==> src/rtl/elevator_ctrl_n_pkg.sv <==
// ---------------------------------------------------------------------------
// elevator_ctrl_n_pkg
// Shared definitions for the N-floor elevator controller: FSM state
// encodings, direction constants and the direction-selection helper used
// when leaving IDLE.
// ---------------------------------------------------------------------------
package elevator_ctrl_n_pkg;

  typedef enum logic [1:0] {
    ST_IDLE = 2'd0,
    ST_MOVE = 2'd1,
    ST_DOOR = 2'd2,
    ST_HOLD = 2'd3
  } state_t;

  localparam logic DIR_UP   = 1'b1;
  localparam logic DIR_DOWN = 1'b0;

  // Collector (SCAN) rule: keep travelling the current way while calls
  // remain in that direction, otherwise turn around.
  function automatic logic next_dir(input logic dir,
                                    input logic call_above,
                                    input logic call_below);
    logic res;
    if (dir == DIR_UP) begin
      res = call_above ? DIR_UP : DIR_DOWN;
    end else begin
      res = call_below ? DIR_DOWN : DIR_UP;
    end
    return res;
  endfunction

endpackage

==> src/rtl/elevator_ctrl_n_door_timer.sv <==
// ---------------------------------------------------------------------------
// door_timer
// Loadable down-counter that times the door dwell.
// Ports:
//   Clk   - system clock, rising edge
//   Reset - asynchronous, active-low
//   load  - reload the counter with DOOR_CYCLES-1 (priority over en)
//   en    - decrement by one, saturating at zero
//   zero  - counter currently reads zero
// ---------------------------------------------------------------------------
module door_timer #(
  parameter int DOOR_CYCLES = 8
) (
  input  logic Clk,
  input  logic Reset,
  input  logic load,
  input  logic en,
  output logic zero
);

  // A one-cycle dwell still needs a 1-bit counter.
  localparam int CW = (DOOR_CYCLES > 1) ? $clog2(DOOR_CYCLES) : 1;
  localparam logic [CW-1:0] RELOAD = CW'(DOOR_CYCLES - 1);

  logic [CW-1:0] cnt_r;

  // Down-counter: load wins over decrement, holds at zero.
  always_ff @(posedge Clk or negedge Reset) begin
    if (!Reset) begin
      cnt_r <= '0;
    end else if (load) begin
      cnt_r <= RELOAD;
    end else if (en && (cnt_r != '0)) begin
      cnt_r <= cnt_r - {{(CW-1){1'b0}}, 1'b1};
    end else begin
      cnt_r <= cnt_r;
    end
  end

  assign zero = (cnt_r == '0);

endmodule

==> src/rtl/elevator_ctrl_n.sv <==
// ---------------------------------------------------------------------------
// elevator_ctrl_n
// N-floor elevator controller. Latches cabin/hall calls, serves them in
// collector (SCAN) order, drives motor enable/direction from one-hot floor
// sensors, times the door and holds it open under overload.
// Ports:
//   Clk, Reset      - clock (rising edge), async active-low reset
//   I, E            - cabin / hall call buttons, bit f = floor f
//   S               - floor sensors, one-hot when level with a floor
//   R               - overload sensor
//   M, D            - motor enable, direction (1 = up)
//   P, W            - door open, overload warning
//   Floor           - last floor reached
//   Pending         - latched unserved calls
// All outputs are registered.
// ---------------------------------------------------------------------------
module elevator_ctrl_n
  import elevator_ctrl_n_pkg::*;
#(
  parameter int FLOORS      = 4,
  parameter int FLOOR_W     = $clog2(FLOORS),
  parameter int DOOR_CYCLES = 8
) (
  input  logic               Clk,
  input  logic               Reset,
  input  logic [FLOORS-1:0]  I,
  input  logic [FLOORS-1:0]  E,
  input  logic [FLOORS-1:0]  S,
  input  logic               R,
  output logic               M,
  output logic               D,
  output logic               P,
  output logic               W,
  output logic [FLOOR_W-1:0] Floor,
  output logic [FLOORS-1:0]  Pending
);

  state_t               state_r;
  state_t               nxt_state_s;
  logic [FLOORS-1:0]    pending_r;
  logic [FLOORS-1:0]    pending_nxt_s;
  logic [FLOOR_W-1:0]   floor_r;
  logic                 m_r, d_r, p_r, w_r;
  logic                 dir_nxt_s;

  logic [FLOORS-1:0]    calls_s;
  logic [FLOORS-1:0]    latch_s;
  logic [FLOORS-1:0]    clear_s;
  logic [FLOORS-1:0]    floor_bit_s;
  logic [FLOORS-1:0]    above_s;
  logic [FLOORS-1:0]    below_s;
  logic                 call_above_s;
  logic                 call_below_s;

  logic                 sens_hit_s;
  logic                 sens_multi_s;
  logic                 sens_valid_s;
  logic [FLOOR_W-1:0]   sens_idx_s;
  logic [FLOORS-1:0]    sens_bit_s;
  logic                 shaft_end_s;

  logic                 door_call_s;
  logic                 tmr_load_s;
  logic                 tmr_en_s;
  logic                 tmr_zero_s;

  door_timer #(
    .DOOR_CYCLES (DOOR_CYCLES)
  ) u_door_timer (
    .Clk   (Clk),
    .Reset (Reset),
    .load  (tmr_load_s),
    .en    (tmr_en_s),
    .zero  (tmr_zero_s)
  );

  // Floor masks, sensor decode and call classification.
  always_comb begin
    floor_bit_s          = '0;
    floor_bit_s[floor_r] = 1'b1;
    above_s              = '0;
    below_s              = '0;
    for (int f = 0; f < FLOORS; f++) begin
      above_s[f] = (FLOOR_W'(f) > floor_r);
      below_s[f] = (FLOOR_W'(f) < floor_r);
    end
    call_above_s = |(pending_r & above_s);
    call_below_s = |(pending_r & below_s);

    // A sensor reading counts only when exactly one bit is set.
    sens_hit_s   = 1'b0;
    sens_multi_s = 1'b0;
    sens_idx_s   = '0;
    for (int f = 0; f < FLOORS; f++) begin
      if (S[f]) begin
        if (sens_hit_s) begin
          sens_multi_s = 1'b1;
        end else begin
          sens_hit_s = 1'b1;
          sens_idx_s = FLOOR_W'(f);
        end
      end else begin
        sens_hit_s = sens_hit_s;
      end
    end
    sens_valid_s           = sens_hit_s && !sens_multi_s;
    sens_bit_s             = '0;
    sens_bit_s[sens_idx_s] = 1'b1;
    shaft_end_s = ((sens_idx_s == '0) && (d_r == DIR_DOWN)) ||
                  ((sens_idx_s == FLOOR_W'(FLOORS - 1)) && (d_r == DIR_UP));

    // A call for the current floor while the door is open only reopens it.
    calls_s     = I | E;
    door_call_s = (state_r == ST_DOOR) && (|(calls_s & floor_bit_s));
    if (state_r == ST_DOOR) begin
      latch_s = calls_s & ~floor_bit_s;
    end else begin
      latch_s = calls_s;
    end
  end

  // Next-state, call clearing and door-timer control.
  always_comb begin
    nxt_state_s = state_r;
    clear_s     = '0;
    tmr_load_s  = 1'b0;
    tmr_en_s    = 1'b0;
    dir_nxt_s   = d_r;
    case (state_r)
      ST_IDLE: begin
        if (|(pending_r & floor_bit_s)) begin
          nxt_state_s = ST_DOOR;
          clear_s     = floor_bit_s;
          tmr_load_s  = 1'b1;
        end else if (call_above_s || call_below_s) begin
          nxt_state_s = ST_MOVE;
          dir_nxt_s   = next_dir(d_r, call_above_s, call_below_s);
        end else begin
          nxt_state_s = ST_IDLE;
        end
      end
      ST_MOVE: begin
        if (sens_valid_s) begin
          if (|(pending_r & sens_bit_s)) begin
            nxt_state_s = ST_DOOR;
            clear_s     = sens_bit_s;
            tmr_load_s  = 1'b1;
          end else if (shaft_end_s) begin
            nxt_state_s = ST_IDLE;
          end else begin
            nxt_state_s = ST_MOVE;
          end
        end else begin
          nxt_state_s = ST_MOVE;
        end
      end
      ST_DOOR: begin
        if (door_call_s) begin
          nxt_state_s = ST_DOOR;
          tmr_load_s  = 1'b1;
        end else if (tmr_zero_s) begin
          nxt_state_s = R ? ST_HOLD : ST_IDLE;
        end else begin
          nxt_state_s = ST_DOOR;
          tmr_en_s    = 1'b1;
        end
      end
      ST_HOLD: begin
        if (R) begin
          nxt_state_s = ST_HOLD;
        end else begin
          nxt_state_s = ST_DOOR;
          tmr_load_s  = 1'b1;
        end
      end
      default: begin
        nxt_state_s = ST_IDLE;
      end
    endcase
    pending_nxt_s = (pending_r | latch_s) & ~clear_s;
  end

  // State and registered outputs; outputs are decoded from the next state
  // so they change on the same edge as the state.
  always_ff @(posedge Clk or negedge Reset) begin
    if (!Reset) begin
      state_r   <= ST_IDLE;
      pending_r <= '0;
      floor_r   <= '0;
      m_r       <= 1'b0;
      d_r       <= DIR_UP;
      p_r       <= 1'b0;
      w_r       <= 1'b0;
    end else begin
      state_r   <= nxt_state_s;
      pending_r <= pending_nxt_s;
      d_r       <= dir_nxt_s;
      m_r       <= (nxt_state_s == ST_MOVE);
      p_r       <= (nxt_state_s == ST_DOOR) || (nxt_state_s == ST_HOLD);
      w_r       <= (nxt_state_s == ST_HOLD);
      if ((state_r == ST_MOVE) && sens_valid_s) begin
        floor_r <= sens_idx_s;
      end else begin
        floor_r <= floor_r;
      end
    end
  end

  assign M       = m_r;
  assign D       = d_r;
  assign P       = p_r;
  assign W       = w_r;
  assign Floor   = floor_r;
  assign Pending = pending_r;

endmodule

==> config.mk <==
export PLATFORM = sky130hd
export DESIGN_NAME = elevator_ctrl_n
export DESIGN_NICKNAME = d
export VERILOG_FILES = /design/src/rtl/elevator_ctrl_n_pkg.sv /design/src/rtl/elevator_ctrl_n_door_timer.sv /design/src/rtl/elevator_ctrl_n.sv
export SDC_FILE = /design/constraint.sdc
export NUM_CORES = 1
export LEC_CHECK = 0
export CAP_MARGIN = 20
export CORE_MARGIN = 3
export CORE_UTILIZATION = 60
export CTS_CLUSTER_SIZE = 24
export DETAILED_ROUTE_END_ITERATION = 8
export DONT_BUFFER_PORTS = 1
export PLACE_DENSITY = 0.75
export SYNTH_ARGS = -nofsm -noshare
export SYNTH_HDL_FRONTEND = slang
export SYNTH_SLANG_ARGS = --single-unit
==> constraint.sdc <==
create_clock -name Clk -period 1.9 [get_ports Clk]
set_input_delay 0 -clock Clk [delete_from_list [all_inputs] [get_ports Clk]]
set_output_delay 0 -clock Clk [all_outputs]
set_load 0.005 [all_outputs]
==> metrics.md, run 1 <==
| Metric | Value |
|---|---|
| Mean area per synthesized cell | approximately 9 µm² |
| H-tree depth | 1 |
| Fraction of layout cells with a size suffix above 1 | about 14% |
| Crit path arrival time | 2.01 ns |
| Met3 GRT Util | 5.64% |
| Static Leak | 0.476 nW |
| Peak supply drop | between 0.3 and 0.4 mV |
| Fin crit period | between 1.5 and 2 ns |
| Tightest Hold Check Type | in2reg |
| Setup TNS | 0 ns |
| CP Launch Type | register |
| Grt met1 use | about a third |
| Final Non-Filler Cells | 144 |
| Slowest cell delay on critical path | 0.51 ns |
| First-pass GRT wire length | a little over 4000 µm |
| Die width | roughly 48 µm |
| Top delay family on crit path | compound AO/OA/AOI/OAI gates |
| Average wire per standard cell | approximately 19 µm |
| Ports | 25 |
| Worst-Margin Slew | 0.697 ns |
| Fmax | 0.569 GHz |
| Vias | 970 |
| Cts bufs inserted | 3 |
| # fillers | 118 |
| Antenna viol nets, final | 0 |
| Commonest non-fill, non-tap cells in the layout | dfrtp_1 (14), nor2_1 (10), o21ai_0 (8), inv_1 (7), buf_4 (7) |
| Initial DRC count | 21 |
| Library cells used by synthesis | between 40 and 50 |
| Max cap viols | 0 |
| CTS sink count | 15 |
| RSZ-0062 raised after global routing | no |
| Synth Register Bits | 15 |
| Port Buffers | 0 |
| RePlAce Congestion | 0.892 |
| Final Hold Fails | 0 |
| Area growth, synth to finish | 12.7% |
| Worst slew margin | between 50% and 60% |
| Initial Util | 66.7% |
| Total die area | between 0.002 and 0.0025 mm² |
| Drt total wl | ~2700 µm |
| Vias per cell | roughly 6.7 |
| Nets | 146 |
| Count of pins over their slew limit | 0 |
| Mapped cell area | 0.00105 mm² |
| Status | finished, final reports clean |
| Post-route DRC | 0 |
| Pwr per Cell Area | 500 mW/mm² |
| Worst-path clk slew | 0.10 ns |
| GRT Residual Overflow | 0 |
| Power Total | 0.000594 W |
| CTS tree | done |
| M2 GR Usage | 43.0% |
| TritonRoute pass-1 iters | 4 |
| Synth Instances | 117 |
| Gr busiest metal | met2 |
| Setup CP Type | reg2reg |
| Largest net degree at the start of global routing | 16 |
| HPWL after DPL | 1970 µm |
| Vias in the first global route | approximately 900 |
| Antenna Cells | 0 |
| Placed cell count | roughly 130 |
| Hold WS | around 0.048 ns |
| Crit-path slowest cell | mux4_2 |
| Critical path required time | 2.15 ns |
| CP cell instances | mux4_2, nor3_1, o31ai_1, o21ai_0, o41a_1 |
| Final WS setup | between 0.1 and 0.15 ns |
| YS warnings | 0 |
| Final setup viols | 0 |
| Core Box Area | 0.00158 mm² |
| DP Worst Slack | 0.169 ns |
| Maximum clock insertion buffer count | 2 |
| Commonest non-fill, non-tap cell in the layout | dfrtp_1 |
| Maximum fanout along the worst path | 7 |
| Register area share after synthesis | 35.8% |
| Period Utilization, post-route | between 90 and 100% |
| Num rows | 14 |
| Worst-Skew Late Latency | 0.30 ns |
| Crit. End Element | register |
| Die H | 47.9 µm |
| Initial antenna violation count | 0 |
| Post_cts resized | 0 |
| Layout Skew | between 0.003 and 0.004 ns |
| Buf/Inv on CP | 0 |
| Clock Root Buffer | clkbuf_4 |
| Syn_nets | 134 |
| Total track usage | 26.4% |
[state kept, by name, indices dropped and copies added (netlist names)]
name	count
D	1
Floor	2
M	1
P	1
Pending	4
W	1
state_r	2
u_door_timer.cnt_r	3
[where the power goes]
group          internal (W)  total (W)  switching [W]
Sequential         0.000322   0.000323     0.00000127
Clock             0.0000787   0.000199       0.000120
Combinational     0.0000350  0.0000720      0.0000370
[metrics by stage]
| stage | utilization [%] | cell area, µm² |
|---|---|---|
| finish | 75.2 | 1190 |
| global route | 75.2 | 1190 |
| CTS | 75.2 | 1190 |
| detailed placement | 69.7 | 1100 |
| global placement | 69.7 | 1100 |
| floorplan | - | 1050 |
[what timing repair did]
action / 4_1_cts / 5_1_grt
endpoints found under the setup margin: 0 / 0
hold endpoints to repair: 24 / 0
setup buffers: 0 / 0
hold buffers: 6 / 0
[final cells by class]
type | instances | area, µm² | area share, %
multi-input cells | 89 | 623 | 52.5
inverters | 7 | 26.3 | 2.22
clock inverters | 1 | 5.00 | 0.422
clock buffers | 3 | 22.5 | 1.90
repair buffers | 13 | 113 | 9.49
well taps | 16 | 20.0 | 1.69
flip-flops and latches | 15 | 377 | 31.8
[logic make-up (layout without fill, tap and decap cells)]
family                   after synthesis  count (layout)  synth area share (%)
buffers and inverters                 13              24                  4.99
XOR/XNOR                               6               6                  4.99
flip-flops                            15              15                  35.8
adder cells (fa/ha/maj)                2               2                  2.38
AO/OA/AOI/OAI                         37              37                  24.5
AND/OR/NAND/NOR                       42              42                  23.1
multiplexers                           2               2                  4.28
[final timing paths]
path / slack, ns / to / depth (start not counted) / startpoint
setup / recovery: 0.14 / D$_DFFE_PN1P_ / 5 / Pending[3]$_DFF_PN0_
hold / removal: 0.05 / M$_DFF_PN0_ / 4 / R
setup reg to reg: 0.14 / D$_DFFE_PN1P_ / 5 / Pending[3]$_DFF_PN0_
hold reg to reg: 0.51 / u_door_timer.cnt_r[1]$_DFFE_PN0P_ / 1 / u_door_timer.cnt_r[1]$_DFFE_PN0P_
max in group asynchronous: 1.28 / W$_DFF_PN0_ / 1 / Reset
min in group asynchronous: 0.18 / Pending[0]$_DFF_PN0_ / 1 / Reset
[tightest hold or removal path: cells and delay by family]
kind | cells | cell delay (ns)
AO/OA/AOI/OAI | 3 | 0.28
buffers and inverters | 1 | 0.03
[layer usage]
metal  vias up  wire, µm
met4         0        68
met5         -         0
met2        44      1300
li1        453         -
met3         9       141
met1       464      1180
[cells in the mapped netlist]
cell        n  area, µm²
a211oi_1    1       7.51
and3_1      1       6.26
a2111oi_0   1       8.76
ha_1        2       25.0
nand3_1     1       5.00
nand4bb_1   2       22.5
buf_2       3       15.0
nor3_1      3       15.0
o21ai_0     8       40.0
xnor2_1     3       26.3
nor2_1     10       37.5
xor2_1      3       26.3
o21a_1      1       7.51
nor2b_1     2       12.5
nand2_1     5       18.8
o31ai_1     1       7.51
a31oi_1     3       18.8
or2_4       1       8.76
nand4b_1    1       8.76
buf_1       1       3.75
a311oi_1    1       8.76
o21ai_2     1       8.76
o21ai_1     3       15.0
nand2b_1    4       25.0
o41a_1      1       11.3
clkbuf_1    2       7.51
a211o_1     1       8.76
or2_0       1       6.26
o21bai_1    2       15.0
a21oi_1     4       20.0
or2_1       4       25.0
o41ai_2     1       16.3
dfstp_2     1       26.3
dfrtp_1    14        350
and2_1      1       6.26
a21oi_2     1       8.76
o211ai_1    6       45.0
nand3b_1    4       30.0
or4_1       1       7.51
inv_1       7       26.3
mux4_2      2       45.0
nor3b_1     1       7.51
o211a_1     1       10.0
Power figures use the tool's default switching activity.
==> inputs of run 2 (changes only) <==
--- a/config.mk
+++ b/config.mk
@@ -17 +17,2 @@
 export SYNTH_SLANG_ARGS = --single-unit
+export TNS_END_PERCENT = 100
--- a/constraint.sdc
+++ b/constraint.sdc
@@ -3,2 +3,2 @@
 set_output_delay 0 -clock Clk [all_outputs]
-set_load 0.005 [all_outputs]
+set_load 0.02 [all_outputs]
==> run 2 against run 1 <==
Against the previous run:
- non-clock buffer count stayed put
- critical path depth stayed put
- design area stayed put
- largest cell class unchanged
- highest routed layer unchanged
==> metrics.md, run 2 (same netlist as run 1, synthesis figures left out) <==
| Metric | Value |
|---|---|
| Drt total wl | around 2400 µm |
| First-pass GRT wire length | 3730 µm |
| Vias in the first global route | between 800 and 900 |
| Final instance area | ~0.0012 mm² |
| Static Leak | 0.470 nW |
| Met3 GRT Util | 4.89% |
| RSZ-0062 raised after global routing | no |
| H-tree depth | 1 |
| Grt met1 use | 32.0% |
| Final Hold Fails | 0 |
| Area growth, synth to finish | 12.7% |
| Gr busiest metal | met2 |
| Port Buffers | 0 |
| Num rows | 14 |
| Setup TNS | 0 ns |
| Count of pins over their slew limit | 0 |
| Ports | 25 |
| Core Box Area | approximately 0.0016 mm² |
| Initial antenna violation count | 0 |
| Tightest Hold Check Type | in2reg |
| Worst-Skew Late Latency | 0.28 ns |
| GRT Residual Overflow | 0 |
| Die width | approximately 48 µm |
| Nets | 146 |
| Crit path arrival time | 1.98 ns |
| CTS sink count | 15 |
| Crit. End Element | register |
| Critical path required time | 2.13 ns |
| Placement-stage cell area | 0.00110 mm² |
| Maximum fanout along the worst path | 9 |
| Pwr per Cell Area | roughly 480 mW/mm² |
| CTS tree | done |
| Initial DRC count | 49 |
| Die H | 47.9 µm |
| Antenna viol nets, final | 0 |
| Fin crit period | 1.75 ns |
| Vias per cell | approximately 6.7 |
| Status | finished, final reports clean |
| Commonest non-fill, non-tap cells in the layout | dfrtp_1 (13), nor2_1 (10), o21ai_0 (8), inv_1 (7), buf_4 (7) |
| Final Core Density | between 70% and 80% |
| Total track usage | around a quarter |
| Antenna Cells | 0 |
| Maximum clock insertion buffer count | 2 |
| Peak supply drop | 0.392 mV |
| Power Total | 0.000573 W |
| Layout Skew | between 0.0015 and 0.002 ns |
| Initial Util | 66.7% |
| Placed cell count | 134 |
| Period Utilization, post-route | 92.2% |
| RePlAce Congestion | ~0.8 |
| HPWL after DPL | between 1500 and 2000 µm |
| Cts bufs inserted | 3 |
| Worst-Margin Slew | ~0.67 ns |
| Worst slew margin | 55.4% |
| Total die area | 0.00229 mm² |
| TritonRoute pass-1 iters | 4 |
| Final setup viols | 0 |
| Vias | 966 |
| Max reg flops | 4 |
| Post-route DRC | 0 |
| CP Launch Type | register |
| Commonest non-fill, non-tap cell in the layout | dfrtp_1 |
| M2 GR Usage | 36.9% |
| Final Non-Filler Cells | about 140 |
| Max cap viols | 0 |
| Clock Root Buffer | clkbuf_4 |
| Fmax | roughly 0.57 GHz |
| Fraction of layout cells with a size suffix above 1 | about 14% |
| Largest net degree at the start of global routing | 16 |
| Post-CTS Setup Bufs | 0 |
| Average wire per standard cell | 16.9 µm |
| Setup CP Type | reg2reg |
| Worst-path clk slew | 0.09 ns |
==> run 2: metrics by stage <==
step | setup slack [ns] | hold WS, ns
global route | 0.0467 | 0.0712
CTS | 0.136 | 0.0537
global placement | 0.213 | -0.295
floorplan | 0.00618 | -0.296
finish | 0.149 | 0.0582
detailed placement | 0.159 | -0.295
==> run 2: cell type report <==
class | instances | area, µm²
fill | 109 | 390
timing repair buffer | 13 | 113
sequential | 15 | 378
tap | 16 | 20.0
multi-input combinational | 89 | 623
inverter | 7 | 26.3
clock buffer | 4 | 26.3
==> run 2: where the power goes <==
group          internal, W  switching [W]
Sequential        0.000321     0.00000244
Combinational    0.0000325      0.0000348
Clock            0.0000815       0.000101
==> run 2: critical path: stages (launching register included) <==
cell and delay (ns):
dfrtp_2 0.47, mux4_2 0.54, nor3_1 0.14, o31ai_1 0.13, o21ai_0 0.22, o41a_1 0.20
==> run 2: worst paths after layout <==
check                                                  startpoint  slack, ns                                end  cells after the start
worst max-delay path                         Floor[0]$_DFFE_PN0P_       0.15                      D$_DFFE_PN1P_                      5
worst min-delay path                                            R       0.06                        M$_DFF_PN0_                      4
worst max register to register               Floor[0]$_DFFE_PN0P_       0.15                      D$_DFFE_PN1P_                      5
worst min register to register  u_door_timer.cnt_r[1]$_DFFE_PN0P_       0.49  u_door_timer.cnt_r[1]$_DFFE_PN0P_                      1
max in group asynchronous                                   Reset       1.25               Floor[0]$_DFFE_PN0P_                      1
min in group asynchronous                                   Reset       0.19  u_door_timer.cnt_r[2]$_DFFE_PN0P_                      1
==> run 2: routing by layer <==
layer  wire length (µm)  vias to the layer above
met5                  0                        -
met4                121                        0
met3                217                       21
met2               1090                       67
met1                999                      428
li1                   -                      450
==> run 2: what timing repair did <==
action,CTS,global route
gates resized for setup,0,1
endpoints found under the setup margin,0,1
hold endpoints to repair,23,0
hold buffers,6,0
==> inputs of run 3 (changes only) <==
- CAP_MARGIN: 20 -> default
- CELL_PAD_IN_SITES_DETAIL_PLACEMENT: default -> 1
- CELL_PAD_IN_SITES_GLOBAL_PLACEMENT: default -> 1
- CORE_ASPECT_RATIO: default -> 1.75
- CORE_UTILIZATION: 60 -> 45
==> run 3 against run 2 <==
Against the previous run:
- utilization shrank 19 points
- final cell count grew 5.6%
- register-to-register slack about the same
- design area up 1.4%
- via count shrank 0.93%
- critical path depth down 1
- sequential power is essentially flat
- maximum frequency grew 0.47%
- sequential share of layout area fell by 0.43 points
- global-route usage down 1.5 points
- setup slack improved by 0.0082 ns
==> metrics.md, run 3 (same netlist as run 1, synthesis figures left out) <==
| Metric | Value |
|---|---|
| Antenna Cells | 0 |
| Peak supply drop | approximately 0.23 mV |
| Average wire per standard cell | 19.4 µm |
| Worst-Margin Slew | 0.710 ns |
| Placement-stage cell area | 0.00111 mm² |
| Worst hold start | R |
| Nets | 146 |
| Initial DRC count | 20 |
| Buf/Inv on CP | 0 |
| Maximum clock insertion buffer count | 2 |
| Area growth, synth to finish | 14.3% |
| RSZ-0062 raised after global routing | no |
| Initial Util | 49.0% |
| GRT Residual Overflow | 0 |
| RePlAce Congestion | 0.793 |
| CTS sink count | 15 |
| HPWL after DPL | 2240 µm |
| Static Leak | 0.473 nW |
| Highest metal used | met4 |
| Final setup viols | 0 |
| Vias in the first global route | between 1000 and 1500 |
| TritonRoute pass-1 iters | 4 |
| Maximum fanout along the worst path | 5 |
| Top delay family on crit path | multiplexers |
| Reg2reg start | Floor[0]$_DFFE_PN0P_ |
| Fmax | 0.574 GHz |
| Post-route DRC | 0 |
| Reg2reg path depth | 4 |
| CTS tree | done |
| Flop2flop setup slack | 0.16 ns |
| Clock Root Buffer | clkbuf_4 |
| Core Box Area | 0.00215 mm² |
| Tightest Hold Check Type | in2reg |
| Crit. End Element | register |
| Max reg flops | 4 |
| Setup CP Type | reg2reg |
| Worst-Skew Late Latency | 0.30 ns |
| Slowest cell delay on critical path | 0.53 ns |
| CP cell instances | mux4_2, nor3_1, o31ai_2, o41a_1 |
| Commonest non-fill, non-tap cells in the layout | dfrtp_1 (13), nor2_1 (10), o21ai_0 (8), inv_1 (7), buf_4 (7) |
| Crit-path slowest cell | mux4_2 |
| Layout Skew | 0.0149 ns |
| Worst slew margin | 52.5% |
| Total die area | 0.00298 mm² |
| First-pass GRT wire length | 4970 µm |
| Post-CTS Setup Bufs | 0 |
| WL met2 | 1680 µm |
| Metal3 WL | 121 µm |
| Antenna viol nets, final | 0 |
| Total track usage | 22.2% |
| Pwr per Cell Area | 489 mW/mm² |
| CP Launch Type | register |
| Hold Path Stages | 4 |
| Die H | roughly 70 µm |
| Vias per cell | 6.30 |
| Worst-path clk slew | 0.11 ns |
| Final Hold Fails | 0 |
| Port Buffers | 0 |
| Count of pins over their slew limit | 0 |
| Largest net degree at the start of global routing | 16 |
| Power Total | approximately 0.0006 W |
| WHS Endpoint | state_r[0]$_DFF_PN0_ |
| Status | finished, final reports clean |
| Drt total wl | 2950 µm |
| Commonest non-fill, non-tap cell in the layout | dfrtp_1 |
| Period Utilization, post-route | roughly nine tenths |
| Max cap viols | 0 |
| WL met1 | 1050 µm |
| Critical path required time | 2.11 ns |
| Ports | 25 |
| Vias | between 900 and 1000 |
| Initial antenna violation count | 0 |
| Crit path arrival time | 1.96 ns |
| Final instance area | 0.00120 mm² |
| H-tree depth | 1 |
| Fraction of layout cells with a size suffix above 1 | 15.6% |
| Num rows | 22 |
| Cts bufs inserted | 3 |
| R2r endpoint | D$_DFFE_PN1P_ |
| Setup TNS | 0 ns |
| Die width | roughly 43 µm |
| Fin crit period | 1.74 ns |
run 3: changes by cell type in the layout (fill, tap and decap cells not counted), sizes merged:
cell    change
clkbuf      -1
clkinv      +1
run 3: power by group:
part,internal [W],switching (W),total (W),leakage [nW]
Sequential,0.000322,0.00000201,0.000324,0.159
Clock,0.0000784,0.000115,0.000193,0.0177
Combinational,0.0000327,0.0000384,0.0000711,0.296
run 3: routing by layer:
layer | vias up | global-route usage (%)
li1 | 448 | -
met1 | 478 | 22.1
met2 | 23 | 40.4
met3 | 8 | 3.61
met4 | 0 | 14.2
met5 | - | 0
run 3: per-stage QoR:
| stage | utilization (%) | instances | worst slack [ns] | hold slack [ns] |
|---|---|---|---|---|
| floorplan | - | 117 | 0.00618 | -0.296 |
| global placement | 51.6 | 142 | 0.258 | -0.295 |
| detailed placement | 51.6 | 142 | 0.170 | -0.295 |
| CTS | 55.7 | 152 | 0.137 | 0.0270 |
| global route | 56.0 | 152 | 0.0504 | 0.0401 |
| finish | 56.0 | 152 | 0.157 | 0.0249 |
run 3: worst register-to-register path, cell delays in order (launching register included):
cell	delay (ns)
dfrtp_2	0.44
mux4_2	0.53
nor3_1	0.22
o31ai_2	0.14
o41a_1	0.33
run 3: how the worst max path moves through the flow:
stage | startpoint | to | cells after the start | slack, ns
CTS | Floor[0]$_DFFE_PN0P_ | D$_DFFE_PN1P_ | 4 | 0.14
global placement | Floor[1]$_DFFE_PN0P_ | u_door_timer.cnt_r[1]$_DFFE_PN0P_ | 4 | 0.26
global route | Floor[0]$_DFFE_PN0P_ | D$_DFFE_PN1P_ | 4 | 0.05
detailed placement | Floor[0]$_DFFE_PN0P_ | D$_DFFE_PN1P_ | 4 | 0.17
finish | Floor[0]$_DFFE_PN0P_ | D$_DFFE_PN1P_ | 4 | 0.16
floorplan | Floor[1]$_DFFE_PN0P_ | u_door_timer.cnt_r[1]$_DFFE_PN0P_ | 4 | 0.006
run 3: what timing repair did:
item	in CTS	in global routing
endpoints found under the setup margin	0	3
resized for setup	0	2
hold buffers	6	0
endpoints found under the hold margin	25	0
run 3: layout make-up:
class | instances | area [µm²]
Clock buffer | 3 | 22.5
Tap cell | 24 | 30.0
Inverter | 7 | 26.3
Fill cell | 259 | 945
Clock inverter | 1 | 5.00
Multi-Input combinational cell | 89 | 628
Sequential cell | 15 | 378
Timing Repair Buffer | 13 | 113
